## src/rtl/timer_hex_display.sv

```systemverilog
// Multi-channel countdown timer with a fixed-priority seven-segment readout.
// Each channel runs IDLE -> RUN -> FLASH on a shared tick; one channel is shown at a time.
module timer_hex_display #(
    parameter int unsigned CHANNELS    = 3,
    parameter int unsigned DIGITS      = 2,
    parameter int unsigned CNT_W       = 7,
    parameter int unsigned FLASH_TICKS = 4,
    parameter bit          ACTIVE_LOW  = 1'b1
) (
    input  logic                      clk,
    input  logic                      rst_n,
    input  logic                      tick,
    input  logic                      abort,
    input  logic [CHANNELS-1:0]       start,
    input  logic [CHANNELS*CNT_W-1:0] load_val,
    input  logic [CHANNELS*7-1:0]     mode_glyph,
    output logic [6:0]                hex_mode,
    output logic [DIGITS*7-1:0]       hex_count,
    output logic [CHANNELS-1:0]       busy,
    output logic [CHANNELS-1:0]       done
);

    localparam int unsigned      MaxVal    = 10 ** DIGITS - 1;
    localparam logic [CNT_W-1:0] MaxCnt    = CNT_W'(MaxVal);
    localparam logic [3:0]       FlashInit = 4'(FLASH_TICKS);
    localparam logic [6:0]       Blank7    = {7{ACTIVE_LOW}};

    typedef enum logic [1:0] {StIdle, StRun, StFlash} state_e;

    state_e             state_q [CHANNELS];
    state_e             state_d [CHANNELS];
    logic [CNT_W-1:0]   count_q [CHANNELS];
    logic [CNT_W-1:0]   count_d [CHANNELS];
    logic [3:0]         flash_q [CHANNELS];
    logic [3:0]         flash_d [CHANNELS];
    logic [CHANNELS-1:0] phase_q, phase_d;
    logic [CHANNELS-1:0] busy_q, busy_d;
    logic [CHANNELS-1:0] done_q, done_d;

    logic [6:0]          hex_mode_q, hex_mode_d;
    logic [DIGITS*7-1:0] hex_count_q, hex_count_d;

    function automatic logic [CNT_W-1:0] clamp_load(input logic [CNT_W-1:0] v);
        return (v > MaxCnt) ? MaxCnt : v;
    endfunction

    function automatic logic [6:0] seg7(input logic [3:0] d);
        unique case (d)
            4'd0:    return 7'b0111111;
            4'd1:    return 7'b0000110;
            4'd2:    return 7'b1011011;
            4'd3:    return 7'b1001111;
            4'd4:    return 7'b1100110;
            4'd5:    return 7'b1101101;
            4'd6:    return 7'b1111101;
            4'd7:    return 7'b0000111;
            4'd8:    return 7'b1111111;
            4'd9:    return 7'b1101111;
            default: return 7'b0000000;
        endcase
    endfunction

    // State register
    always_ff @(posedge clk or negedge rst_n) begin
        if (!rst_n) begin
            for (int i = 0; i < int'(CHANNELS); i++) begin
                state_q[i] <= StIdle;
                count_q[i] <= '0;
                flash_q[i] <= '0;
            end
            phase_q <= '0;
            busy_q  <= '0;
            done_q  <= '0;
        end else begin
            for (int i = 0; i < int'(CHANNELS); i++) begin
                state_q[i] <= state_d[i];
                count_q[i] <= count_d[i];
                flash_q[i] <= flash_d[i];
            end
            phase_q <= phase_d;
            busy_q  <= busy_d;
            done_q  <= done_d;
        end
    end

    // Next-state logic; abort dominates start and tick
    always_comb begin
        phase_d = phase_q;
        busy_d  = '0;
        done_d  = '0;
        for (int i = 0; i < int'(CHANNELS); i++) begin
            state_d[i] = state_q[i];
            count_d[i] = count_q[i];
            flash_d[i] = flash_q[i];
            if (abort) begin
                state_d[i] = StIdle;
                count_d[i] = '0;
                flash_d[i] = '0;
                phase_d[i] = 1'b0;
            end else begin
                unique case (state_q[i])
                    StIdle: begin
                        if (start[i]) begin
                            state_d[i] = StRun;
                            count_d[i] = clamp_load(load_val[i*CNT_W +: CNT_W]);
                        end
                    end
                    StRun: begin
                        if (tick) begin
                            if (count_q[i] == '0) begin
                                state_d[i] = StFlash;
                                flash_d[i] = FlashInit;
                                phase_d[i] = 1'b1;
                                done_d[i]  = 1'b1;
                            end else begin
                                count_d[i] = count_q[i] - 1'b1;
                            end
                        end
                    end
                    StFlash: begin
                        if (start[i]) begin
                            state_d[i] = StRun;
                            count_d[i] = clamp_load(load_val[i*CNT_W +: CNT_W]);
                            flash_d[i] = '0;
                            phase_d[i] = 1'b0;
                        end else if (tick) begin
                            if (flash_q[i] == 4'd1) begin
                                state_d[i] = StIdle;
                                flash_d[i] = '0;
                                phase_d[i] = 1'b0;
                            end else begin
                                flash_d[i] = flash_q[i] - 4'd1;
                                phase_d[i] = ~phase_q[i];
                            end
                        end
                    end
                    default: state_d[i] = StIdle;
                endcase
            end
            busy_d[i] = (state_d[i] != StIdle);
        end
    end

    // Display selection and decimal decode from the current state
    logic                run_hit, flash_hit, flash_on;
    logic [6:0]          run_glyph, flash_glyph, mode_raw;
    logic [CNT_W-1:0]    run_cnt;
    logic [DIGITS*7-1:0] count_raw;
    int unsigned         val, pow;

    always_comb begin
        run_hit     = 1'b0;
        flash_hit   = 1'b0;
        flash_on    = 1'b0;
        run_glyph   = '0;
        flash_glyph = '0;
        run_cnt     = '0;
        mode_raw    = '0;
        count_raw   = '0;
        val         = 0;
        pow         = 1;
        // Scan downwards so the lowest index overwrites last
        for (int i = int'(CHANNELS) - 1; i >= 0; i--) begin
            if (state_q[i] == StRun) begin
                run_hit   = 1'b1;
                run_glyph = mode_glyph[i*7 +: 7];
                run_cnt   = count_q[i];
            end
            if (state_q[i] == StFlash) begin
                flash_hit   = 1'b1;
                flash_glyph = mode_glyph[i*7 +: 7];
                flash_on    = phase_q[i];
            end
        end
        if (run_hit) begin
            mode_raw = run_glyph;
            val      = 32'(run_cnt);
            for (int d = 0; d < int'(DIGITS); d++) begin
                if (d == 0 || 32'(run_cnt) >= pow) begin
                    count_raw[d*7 +: 7] = seg7(4'(val % 10));
                end
                val = val / 10;
                pow = pow * 10;
            end
        end else if (flash_hit && flash_on) begin
            mode_raw       = flash_glyph;
            count_raw[6:0] = seg7(4'd0);
        end
        hex_mode_d  = mode_raw ^ Blank7;
        hex_count_d = count_raw ^ {DIGITS{Blank7}};
    end

    always_ff @(posedge clk or negedge rst_n) begin
        if (!rst_n) begin
            hex_mode_q  <= Blank7;
            hex_count_q <= {DIGITS{Blank7}};
        end else begin
            hex_mode_q  <= hex_mode_d;
            hex_count_q <= hex_count_d;
        end
    end

    assign hex_mode  = hex_mode_q;
    assign hex_count = hex_count_q;
    assign busy      = busy_q;
    assign done      = done_q;

endmodule

```

## config.mk

```make
export PLATFORM = sky130hd
export DESIGN_NAME = timer_hex_display
export DESIGN_NICKNAME = d
export VERILOG_FILES = /design/src/rtl/timer_hex_display.sv
export SDC_FILE = /design/constraint.sdc
export NUM_CORES = 1
export LEC_CHECK = 0
export BUFFER_PORTS_ARGS = -buffer_cell sky130_fd_sc_hd__buf_2
export CORE_ASPECT_RATIO = 1.2
export CORE_MARGIN = 8
export CORE_UTILIZATION = 58
export DETAILED_ROUTE_END_ITERATION = 8
export HOLD_SLACK_MARGIN = 0.15
export MAX_ROUTING_LAYER = met4
export PLACE_DENSITY_LB_ADDON = 0.08
export SYNTH_ARGS = -nofsm -noshare
export SYNTH_HDL_FRONTEND = slang
export SYNTH_SLANG_ARGS = --single-unit
```

## constraint.sdc

```tcl
create_clock -name clk -period 6.8 [get_ports clk]
set_clock_uncertainty 0.05 [all_clocks]
set_input_delay 1.02 -clock clk [delete_from_list [all_inputs] [get_ports clk]]
set_output_delay 1.02 -clock clk [all_outputs]
set_load 0.1 [all_outputs]
```

# Word level (Yosys, flattened, before mapping)
# Memories as Yosys holds them, arrays and structs flattened.
# Index checks and enable logic that the tools add are counted.
word_totals:
  in_bits: 49
  regBits: 69
  n_memories: 2
  out_inout_bits: 27
  mem_bits_ro: 224
mem_list:
  columns: ["name", "words", "word_bits", "read_ports", "rd_ports_with_merged_regs", "wr", "line", "source"]
  rows:
  - ["(no name shown)", 16, 7, 1, 0, 0, "48", "unique case (d)"]
  - ["(no name shown)", 16, 7, 1, 0, 0, "48", null]
classes:
  order_cmp: 4
  div_mod_pow: 3
  bitwise: 5
  addsub: 6
  muxes: 120
  n_eq_ne: 24
  n_reduce_logical: 25
op_table:
  columns: ["cell", "count"]
  rows:
  - ["two-way mux 7 bit", 29]
  - ["two-way mux 4 bit", 18]
  - ["two-way mux 2 bit", 21]
  - ["one-hot mux 7 bit (2 select lines)", 3]
  - ["two-way mux 1 bit", 39]
  - ["divider 7 x 4 -> 32 bit, second input constant", 1]
  - ["remainder unit 32 x 4 -> 32 bit, second input constant", 1]
  - ["remainder unit 7 x 4 -> 32 bit, second input constant", 1]
  - ["inequality test 3 bit, second input constant", 9]
  - ["one-hot mux 4 bit (2 select lines)", 3]
  - ["AND reduction 4 bit", 6]
  - ["> comparator 7 bit, second input constant", 3]
  - ["logical NOT 7 bit", 3]
  - ["subtractor 7 x 1 -> 7 bit, second input constant", 3]
  - ["one-hot mux 2 bit (3 select lines)", 3]
  - ["nonzero test 3 bit", 6]
  - ["NOT 14 bit", 1]
  - ["equality test 4 x 1 -> 1 bit, second input constant", 3]
  - ["inequality test 4 bit, second input constant", 3]
  - ["subtractor 4 x 1 -> 4 bit, second input constant", 3]
  - ["inequality test 3 x 1 -> 1 bit, second input constant", 3]
  - ["greater-or-equal comparator 7 x 4 -> 1 bit, second input constant", 1]
  - ["NOT 7 bit", 1]
  - ["equality test 2 x 1 -> 1 bit, second input constant", 3]
  - ["8 further kinds", 20]

# Longest topological paths before layout
# Gate-level depths: netlist of the first run.
# An unclocked memory read counts as a cell.
depth:
  depth_word: 10
  ltp_mapped: 24
  mapped_depth_nobuf: 23

# Worst setup path before layout of the first run
# Ideal clock, no wire load.
synth_path:
  path_type: "register to register"
  start: "reg state_q[1] in the netlist's numbering"
  end: "reg hex_count_q[3] (netlist: hex_count[3])"
  path_slack_ns: 1.547
  stages_incl_launch_ff: 24
  path_buffers: 1
  arrival_time_ns: 5.115
  period_less_slack_ns: 5.253
  path_cell_list: "dfrtp_1 > nand2b_1 > buf_6 > o311a_1 > nor2_1 > inv_1 > ha_1 > a221o_1 > nand3_4 > inv_4 > xnor2_1 > inv_1 > ha_1 > and3_1 > a22oi_2 > nand2_1 > inv_1 > mux2_2 > a211oi_4 > xor2_1 > inv_1 > ha_1 > a211oi_1 > a21oi_1"
synth_via:
  elab_chain_len: 8
  word_cells_on_any_way: 20
  cone_classes: "div (1); eq/ne (2); mux (14); bitwise (1); reduce/logical (1); memory (1)"
synth_lines:
  columns: ["element", "line", "source"]
  rows:
  - ["start: declaration", "30", "state_e state_q [CHANNELS];"]
  - ["start signal: indexed assignment", "67", "state_q[i] <= StIdle;"]
  - ["start signal: indexed assignment", "76", "state_q[i] <= state_d[i];"]
  - ["equality test 2 x 1 -> 1 bit / equality test 2 bit (equally long branches)", "164, 169", null]
  - ["two-way mux 7 bit / two-way mux 1 bit (equally long branches) (3 in a row)", "164, 169", null]
  - ["remainder unit 7 x 4 -> 32 bit / logical AND 1 bit (equally long branches)", "180, 185", null]
  - ["memory read (16 x 7 bit) / two-way mux 6 bit (equally long branches)", null, null]
  - ["two-way mux 7 bit (*)", "175", "if (run_hit) begin"]
  - ["NOT 14 bit (no line) (*)", null, null]
  - ["via hex_count_d[3]", "41", "logic [DIGITS*7-1:0] hex_count_q, hex_count_d;"]
  - ["end signal: assignment", "196", "hex_count_q <= {DIGITS{Blank7}};"]
  - ["end signal: assignment", "199", "hex_count_q <= hex_count_d;"]
  - ["end: declaration", "41", null]
# The timed path passes the listed nets; every way through them passes the cells marked *.
# A chain may end at the register's enable or synchronous reset.

# Worst setup path in the final report of the first run
layout_path:
  start: "reg state_q[2] in the netlist's numbering"
  end: "reg hex_count_q[3] (netlist: hex_count[3])"
layout_via:
  elab_chain_len: 7
  word_cells_on_any_way: 16
  cone_classes: "div (1); eq/ne (2); mux (10); bitwise (1); reduce/logical (1); memory (1)"
layout_lines:
  columns: ["element", "line"]
  rows:
  - ["equality test 2 x 1 -> 1 bit / equality test 2 bit (equally long branches)", "164, 169"]
  - ["two-way mux 7 bit / two-way mux 1 bit (equally long branches) (2 in a row)", "164, 169"]
  - ["remainder unit 7 x 4 -> 32 bit / logical AND 1 bit (equally long branches)", "180, 185"]
  - ["memory read (16 x 7 bit) / two-way mux 6 bit (equally long branches)", null]
  - ["two-way mux 7 bit (*)", "175"]
  - ["NOT 14 bit (no line) (*)", null]
  - ["via hex_count_d[3]", "41"]
# Marks and branches as above.

==> results of run 1 <==
==> cell families (layout without fill, tap and decap cells) <==
group	after synthesis	after routing
adders and majority gates	26	26
xor gates and xnor gates	8	8
and+or+nand+nor	242	242
muxes	13	13
DFF	69	69
AOI/OAI and AO/OA	202	202
buffers and inverters	59	132
==> registers in the layout, indices dropped and copies added (netlist names) <==
signal     cells
phase_q        3
flash_q       12
busy           3
count_q       21
done           3
hex_mode       7
state_q        6
hex_count     14
==> cell type report <==
class | count | area, um2
Tap cell | 120 | 150
Multi-Input combinational cell | 491 | 3210
Sequential cell | 69 | 1750
Clock inverter | 7 | 56.3
Clock buffer | 9 | 124
Fill cell | 757 | 3040
Timing Repair Buffer | 82 | 428
Inverter | 34 | 130
==> worst register-to-register path, delay by kind of cell (launching register included) <==
| kind | cells | cell delay [ps] |
|---|---|---|
| multiplexers | 1 | 400 |
| XOR/XNOR | 2 | 620 |
| AND/OR/NAND/NOR | 5 | 1040 |
| AO/OA/AOI/OAI | 6 | 1870 |
| adder cells (fa/ha/maj) | 3 | 800 |
| buffers and inverters | 6 | 830 |
| flip-flops | 1 | 590 |
==> power by group through the flow <==
stage	combinational, mW	sequential (mW)	clock, mW
final	1.31	0.562	0.311
after global routing	1.41	0.571	0.334
after CTS	1.30	0.562	0.318
after detailed placement	1.29	0.569	0
after global placement	1.27	0.568	0
after floorplan	0.696	0.936	0
==> what timing repair did <==
action / CTS / global route
hold buffers: 0 / 0
resized for setup: 0 / 3
endpoints found under the setup margin: 0 / 4
setup buffers: 0 / 5
==> cells in the final DEF (no fill, tap or decap), types with 4 or more instances in the layout <==
cell type	netlist	final
nor2_1	80	80
buf_2	3	75
nand2_1	52	52
dfrtp_1	48	47
a21oi_1	40	40
inv_1	32	32
o21ai_0	32	32
ha_1	26	26
nor3_1	24	24
nand2b_1	24	22
dfstp_2	21	21
a211oi_1	13	13
a31oi_1	12	12
nand3_1	10	10
mux2i_1	9	9
clkbuf_8	0	9
o22ai_1	8	8
a221oi_1	8	8
nor2b_1	8	8
o221ai_1	7	7
or3_1	7	7
o211ai_1	7	7
a22o_1	7	7
o31a_1	7	7
buf_4	0	7
o21ai_1	6	6
nand3b_1	5	5
a22oi_1	5	5
a21o_1	5	5
nor3b_1	5	5
a311oi_1	4	4
o311a_1	4	4
xnor2_1	4	4
and3_1	4	4
and2_1	4	4
xor2_1	4	4
nor4_1	4	4
a211o_1	4	4
==> through the flow <==
| stage | total power [mW] | area [um2] |
|---|---|---|
| 4_1_cts | 2.18 | 5810 |
| 6_report | 2.18 | 5860 |
| 5_1_grt | 2.32 | 5860 |
| 2_1_floorplan | 1.63 | 5200 |
| 3_3_place_gp | 1.84 | 5630 |
| 3_5_place_dp | 1.86 | 5630 |
==> worst paths after layout <==
path                                 to        from  cells after the start
setup / recovery           hex_count[3]  state_q[2]                     23
hold / removal               flash_q[7]  flash_q[7]                      1
max in group asynchronous    state_q[4]       rst_n                      2
hold reg to reg              flash_q[7]  flash_q[7]                      1
setup reg to reg           hex_count[3]  state_q[2]                     23
min in group asynchronous       busy[0]       rst_n                      2
==> routing by layer <==
layer | routed length [um] | track usage (%) | vias up
met5 | 0 | - | -
met4 | 382 | 11.3 | 0
met3 | 952 | 3.94 | 25
met2 | 6950 | 38.6 | 186
met1 | 5780 | 27.7 | 2385
li1 | - | - | 2433
==> out/metrics.yaml, run 1 <==
cts:
  cts-buffers-inserted: 9
  tritoncts: "done"
  htree_levels: 3
  path_clk_slew_ps: 80
  clock_latency_ps: 360
  cts.sink_count: 69
  clock_path_buffers: 2
  clock-root-buffer: "clkbuf_8"
timing:
  final.min_clock_period_ps: 6270
  period_share_pct: 92.3
  clock.fmax_ghz: 0.159
  layout_setup_ws_ps: 525
  setup_viol: 0
  worst_pin_slew_ps: 867
  maxSlewHeadroom_pct: 42.2
  fin_tns_setup_ps: 0
  slew_viol_final: 0
  rsz0062_at_grt: "false"
  hold_slack_ps: 452
  hold_viol: 0
drt:
  firstDrtPassIters: 5
  routed_wl_um: 14100
  avgRoutedWirePerCell_um: 17.3
  drc: 0
  post_drt_via_cell_ratio: 6.19
  drtIter0Drc: 499
  vias: 5029
  ant_nets: 0
die:
  core_um2: 8890
  fp.dieW_um: 102
  io_pins: 76
  placement_rows: 38
  die_area_um2: 12300
  initial_utilization_pct: 58.5
  die_h_um: 120
placement:
  dp_hpwl_um: 10700
  pre_cts_ws_ps: 487
  portBuffers: 75
  place_congestion: 0.898
  dp_cells: 791
yosys:
  yosys.area.top_type: "dfrtp_1"
  muxShareOfSynthArea_pct: 2.74
  synth_top_family_by_area: "compound AO/OA/AOI/OAI gates"
  synth_xor_area_share_pct: 1.35
  synth.cell_area_um2: 5200
  synth_cell_types: 73
  synthAdderAreaFrac_pct: 6.25
  ys_ff_latch: 69
  syn_inst: 619
  ys_warn_count: 0
  synth_ff_type: "dfrtp_1"
  async_flop_share_pct: 100
  synth_edf_count: 0
  yosys-top-cells-area: "dfrtp_1 (23%), dfstp_2 (11%), ha_1 (6.3%)"
  syn_avg_cell_area_um2: 8.41
  yosys.area_share.simple_pct: 22.8
  yosys-top-cells-count: "nor2_1 (80), nand2_1 (52), dfrtp_1 (48), a21oi_1 (40)"
  synth_compound_area_share_pct: 28.5
  ys_seq_area_share_pct: 33.7
  synth.most_common_cell: "nor2_1"
  synth_top_area_share_pct: 23.1
  syn-num-nets: 694
finish:
  layout.nets: 762
  syn2layout_area_growth_pct: 12.5
  antenna-diode-count: 0
  drive_above_1_share_pct: 20.4
  final_util_pct: 65.9
  fin_cells: 812
worst_setup_path:
  crit_chain: "nor2b_4 -> buf_4 -> o311a_1 -> nor2_1 -> inv_1 -> ha_1 -> a221o_1 -> nand3_4 -> inv_4 -> xnor2_1 -> inv_1 -> ha_1 -> and3_1 -> a22oi_2 -> nand2_1 -> inv_1 -> mux2_2 -> a211oi_4 -> xor2_1 -> inv_1 -> ha_1 -> a211oi_1 -> a21oi_1"
  crit_fanout: 20
  critPathCaptureType: "flip-flop"
  timing.reg2reg.setup_slack_ps: 530
  worst-path-buf-inv: 6
  critical_path.most_common_cell: "inv_1"
  critPathArrivalTime_ps: 6510
  crit_slowest_cell: "dfrtp_1"
  slowest_delay_ps: 590
  start_kind: "flip-flop"
  required_ps: 7030
  crit_family: "compound AO/OA/AOI/OAI gates"
  crit_type: "reg2reg"
global_routing:
  grt_overflow_total: 0
  grt_pass1_vias: 4803
  grt_pass1_wl_um: 22800
  antenna_found_initial: 0
  grt_usage_pct: 23.7
  grt_max_degree: 70
pwr:
  leakagePower_nw: 2.59
  internal_power_mw: 1.04
  power.switching_mw: 1.15
  peakVddDrop_v: 0.000127
  comb_power_share_pct: 60.0
  switching_share_pct: 52.5
  clkPwrFrac_pct: 14.3
  powerDensity_nw_per_um2: 373
  p_seq_share_pct: 25.7
hold_path:
  hp-class: "reg2reg"
status:
  status: "complete, no violations"
run:
  cap_violations: 0
Note: power is estimated with default switching activity, not from simulation.
==> run 2, diff against run 1 <==
--- a/config.mk
+++ b/config.mk
@@ -12,7 +12,7 @@
 export DETAILED_ROUTE_END_ITERATION = 8
 export HOLD_SLACK_MARGIN = 0.15
 export MAX_ROUTING_LAYER = met4
-export PLACE_DENSITY_LB_ADDON = 0.08
+export PLACE_DENSITY = 0.81
 export SYNTH_ARGS = -nofsm -noshare
 export SYNTH_HDL_FRONTEND = slang
 export SYNTH_SLANG_ARGS = --single-unit
==> out/metrics.yaml, run 2 (synthesis gave the netlist of run 1 again) <==
global_routing:
  grt_pass1_wl_um: 22800
  antenna_found_initial: 0
  grt_max_degree: 70
  grt_usage_pct: 23.5
  grt_overflow_total: 0
  grt_pass1_vias: 4910
worst_setup_path:
  critPathArrivalTime_ps: 6430
  start_kind: "flip-flop"
  crit_type: "reg2reg"
  crit_fanout: 20
  required_ps: 7040
  critPathCaptureType: "flip-flop"
drt:
  avgRoutedWirePerCell_um: 17.3
  routed_wl_um: 14000
  drtIter0Drc: 351
  drc: 0
  ant_nets: 0
  post_drt_via_cell_ratio: 6.23
  vias: 5062
  firstDrtPassIters: 5
finish:
  largest_register: "count_q"
  design_area_um2: 5890
  largest_register_ffs: 21
  syn2layout_area_growth_pct: 13.2
  drive_above_1_share_pct: 20.3
  mostFrequentLayoutCell: "nor2_1"
  final_util_pct: 66.2
  fin_cells: 813
  antenna-diode-count: 0
  layout.nets: 763
  final_cell_mix: "nor2_1 (80), buf_2 (75), nand2_1 (52), dfrtp_1 (48), a21oi_1 (40)"
timing:
  period_share_pct: 91.1
  clock.fmax_ghz: 0.161
  maxSlewHeadroom_pct: 43.5
  slew_viol_final: 0
  worst_pin_slew_ps: 847
  setup_viol: 0
  hold_viol: 0
  rsz0062_at_grt: "false"
  final.min_clock_period_ps: 6190
  fin_tns_setup_ps: 0
pwr:
  powerDensity_nw_per_um2: 382
  peakVddDrop_v: 0.000174
  leakagePower_nw: 2.61
status:
  status: "complete, no violations"
placement:
  portBuffers: 75
  dp_hpwl_um: 10600
  dp_cells: 792
  place_congestion: 0.911
  dpl_cell_area_um2: 5640
cts:
  clock_path_buffers: 2
  cts_hold_buf: 0
  tritoncts: "done"
  cts.sink_count: 69
  path_clk_slew_ps: 90
  clock_latency_ps: 370
  clock-root-buffer: "clkbuf_8"
  cts-buffers-inserted: 9
  htree_levels: 3
die:
  die_h_um: 120
  fp.dieW_um: 102
  placement_rows: 38
  die_area_um2: 12300
  io_pins: 76
  initial_utilization_pct: 58.5
  core_um2: 8890
run:
  cap_violations: 0
hold_path:
  hp-class: "reg2reg"
## run 2: cell type report
| type | count | area, um2 |
|---|---|---|
| Clock buffer | 9 | 124 |
| Clock inverter | 7 | 83.8 |
| Fill cell | 762 | 3000 |
| Inverter | 34 | 130 |
| Multi-Input combinational cell | 491 | 3210 |
| Sequential cell | 69 | 1750 |
| Tap cell | 120 | 150 |
| Timing Repair Buffer | 83 | 435 |
## run 2: critical path, stage by stage, from the launching register on
cell      delay [ps]
dfrtp_1          580
nor2b_4          240
buf_4            190
o311a_1          380
nor2_1           280
inv_1            130
ha_1             370
a221o_1          420
nand3_4          150
inv_4             70
xnor2_1          310
inv_1            120
ha_1             230
and3_1           170
a22oi_2          250
nand2_1          170
inv_1            210
mux2_2           400
a211oi_4         330
xor2_1           290
inv_1            130
ha_1             230
a211oi_1         290
a21oi_1          120
## run 2: repair_timing
item / CTS / global route
gates resized for setup: 0 / 2
buffers inserted: 0 / 5
endpoints found under the setup margin: 0 / 4
## run 2: metrics by stage
step	worst slack [ps]	hold WS (ps)	total power, mW
6_report	606	448	2.25
5_1_grt	139	471	2.38
4_1_cts	456	446	2.22
3_5_place_dp	499	433	1.86
3_3_place_gp	787	423	1.83
2_1_floorplan	1550	401	1.63
## run 2: final timing paths
check | startpoint | endpoint | slack, ps | cells past startpoint
worst max-delay path | state_q[2] | hex_count[3] | 610 | 23
worst min-delay path | flash_q[7] | flash_q[7] | 450 | 1
worst max register to register | state_q[2] | hex_count[3] | 610 | 23
worst min register to register | flash_q[7] | flash_q[7] | 450 | 1
max in group asynchronous | rst_n | count_q[4] | 5350 | 2
min in group asynchronous | rst_n | count_q[14] | 790 | 2
## run 2: layer usage
metal  up-vias  wire, um  global-route usage, %
met3        29       995                   3.88
li1       2422         -                      -
met2       203      6910                   38.8
met1      2408      5800                   27.3
met4         0       350                   10.5
met5         -         0                      -
## run 2: power breakdown
part	internal, mW	switching (mW)	total, mW
registers	0.519	0.0389	0.558
clock network	0.175	0.184	0.359
logic	0.395	0.938	1.33
total	1.09	1.16	2.25
==> run 3, diff against run 2 <==
--- a/config.mk
+++ b/config.mk
@@ -13,6 +13,7 @@
 export HOLD_SLACK_MARGIN = 0.15
 export MAX_ROUTING_LAYER = met4
 export PLACE_DENSITY = 0.81
+export RECOVER_POWER = 100
 export SYNTH_ARGS = -nofsm -noshare
 export SYNTH_HDL_FRONTEND = slang
 export SYNTH_SLANG_ARGS = --single-unit
==> out/metrics.yaml, run 3 (synthesis gave the netlist of run 1 again) <==
die:
  io_pins: 76
  die_area_um2: 12300
  initial_utilization_pct: 58.5
  core_um2: 8890
  die_h_um: 120
  placement_rows: 38
  fp.dieW_um: 102
worst_setup_path:
  critical_path.most_common_cell: "inv_1"
  start_kind: "flip-flop"
  critPathCaptureType: "flip-flop"
  required_ps: 7040
  crit_fanout: 20
  crit_family: "compound AO/OA/AOI/OAI gates"
  slowest_delay_ps: 580
  crit_slowest_cell: "dfrtp_1"
  crit_chain: "nor2b_4 -> buf_4 -> o311a_1 -> nor2_1 -> inv_1 -> ha_1 -> a221o_1 -> nand3_4 -> inv_4 -> xnor2_1 -> inv_1 -> ha_1 -> and3_1 -> a22oi_2 -> nand2_1 -> inv_1 -> mux2_1 -> a211oi_4 -> xor2_1 -> inv_1 -> ha_1 -> a211oi_1 -> a21oi_1"
  critPathArrivalTime_ps: 6450
  worst-path-buf-inv: 6
  crit_type: "reg2reg"
drt:
  drtIter0Drc: 372
  avgRoutedWirePerCell_um: 17.3
  drc: 0
  ant_nets: 0
  vias: 5071
  post_drt_via_cell_ratio: 6.24
  firstDrtPassIters: 5
  routed_wl_um: 14100
placement:
  pre_cts_ws_ps: 499
  place_congestion: 0.911
  portBuffers: 75
  dp_hpwl_um: 10600
  dp_cells: 792
run:
  cap_violations: 2
timing:
  hold_viol: 0
  final.min_clock_period_ps: 6210
  rsz0062_at_grt: "false"
  clock.fmax_ghz: 0.161
  maxSlewHeadroom_pct: -138
  period_share_pct: 91.4
  setup_viol: 0
  worst_pin_slew_ps: 3560
  fin_tns_setup_ps: 0
  slew_viol_final: 119
  layout_setup_ws_ps: 586
cts:
  tritoncts: "done"
  clock_latency_ps: 370
  htree_levels: 3
  clock_path_buffers: 2
  path_clk_slew_ps: 90
  clock-root-buffer: "clkbuf_8"
  cts-buffers-inserted: 9
  cts_hold_buf: 0
  cts.sink_count: 69
finish:
  fin_cells: 813
  mostFrequentLayoutCell: "nor2_1"
  syn2layout_area_growth_pct: 12.4
  largest_register_ffs: 21
  layout.nets: 763
  fillCellCount: 779
  largest_register: "count_q"
  final_util_pct: 65.8
  antenna-diode-count: 0
  final_cell_mix: "nor2_1 (80), nand2_1 (52), dfrtp_1 (48), buf_2 (47), a21oi_1 (40)"
  drive_above_1_share_pct: 16.0
pwr:
  peakVddDrop_v: 0.000174
  leakagePower_nw: 2.53
  powerDensity_nw_per_um2: 382
status:
  status: "complete, but fails checks"
  violations: "max-capacitance violations, max-slew violations"
hold_path:
  hp-class: "reg2reg"
global_routing:
  grt_pass1_wl_um: 22800
  grt_usage_pct: 23.5
  grt_pass1_vias: 4910
  grt_overflow_total: 0
  antenna_found_initial: 0
  grt_max_degree: 70
==> run 3: changes by cell type in the layout (fill, tap and decap cells not counted) <==
| cell | before | now |
|---|---|---|
| o21ai_1 | 6 | 5 |
| clkbuf_1 | 0 | 29 |
| o21ai_0 | 32 | 33 |
| mux2_2 | 2 | 1 |
| buf_4 | 8 | 7 |
| mux2_1 | 0 | 1 |
| buf_2 | 75 | 47 |
==> run 3: path summary, 6_finish.rpt <==
| kind | from | endpoint | slack (ps) | cells past startpoint |
|---|---|---|---|---|
| worst max-delay path | state_q[2] | hex_count[3] | 590 | 23 |
| worst min-delay path | flash_q[7] | flash_q[7] | 450 | 1 |
| worst max register to register | state_q[2] | hex_count[3] | 590 | 23 |
| worst min register to register | flash_q[7] | flash_q[7] | 450 | 1 |
| max in group asynchronous | rst_n | count_q[4] | 2780 | 2 |
| min in group asynchronous | rst_n | count_q[14] | 1910 | 2 |
==> run 3: metrics by stage <==
step | power, mW | cell area [um2] | hold slack [ps]
2_1_floorplan | 1.63 | 5200 | 401
3_3_place_gp | 1.83 | 5640 | 423
3_5_place_dp | 1.86 | 5640 | 433
4_1_cts | 2.22 | 5850 | 446
5_1_grt | 2.37 | 5850 | 471
6_report | 2.24 | 5850 | 448
==> run 3: final cells by class <==
class | instances | area [um2] | area share [%]
clock buffers | 9 | 124 | 2.12
clock inverters | 7 | 83.8 | 1.43
inverters | 34 | 130 | 2.22
multi-input cells | 491 | 3210 | 54.9
flip-flops and latches | 69 | 1750 | 30.0
well taps | 120 | 150 | 2.57
repair buffers | 83 | 397 | 6.78
==> run 3: what timing repair did <==
| action | CTS | global route |
|---|---|---|
| buffers inserted | 0 | 5 |
| endpoints found under the hold margin | 0 | 0 |
| resized for setup | 0 | 2 |
| setup endpoints to repair | 0 | 4 |
==> run 3: routing by layer <==
metal | GRT usage [%] | share of wire (%) | up-vias
met4 | 10.5 | 2.4 | 0
met1 | 27.3 | 41 | 2415
met3 | 3.88 | 7.2 | 28
met2 | 38.8 | 49 | 204
met5 | - | 0 | -
li1 | - | - | 2424
==> run 3: report_power, final <==
group | internal [mW] | leakage (nW) | switching (mW) | total (mW)
Sequential | 0.520 | 0.862 | 0.0405 | 0.560
Combinational | 0.379 | 1.56 | 0.938 | 1.32
Clock | 0.175 | 0.102 | 0.184 | 0.359
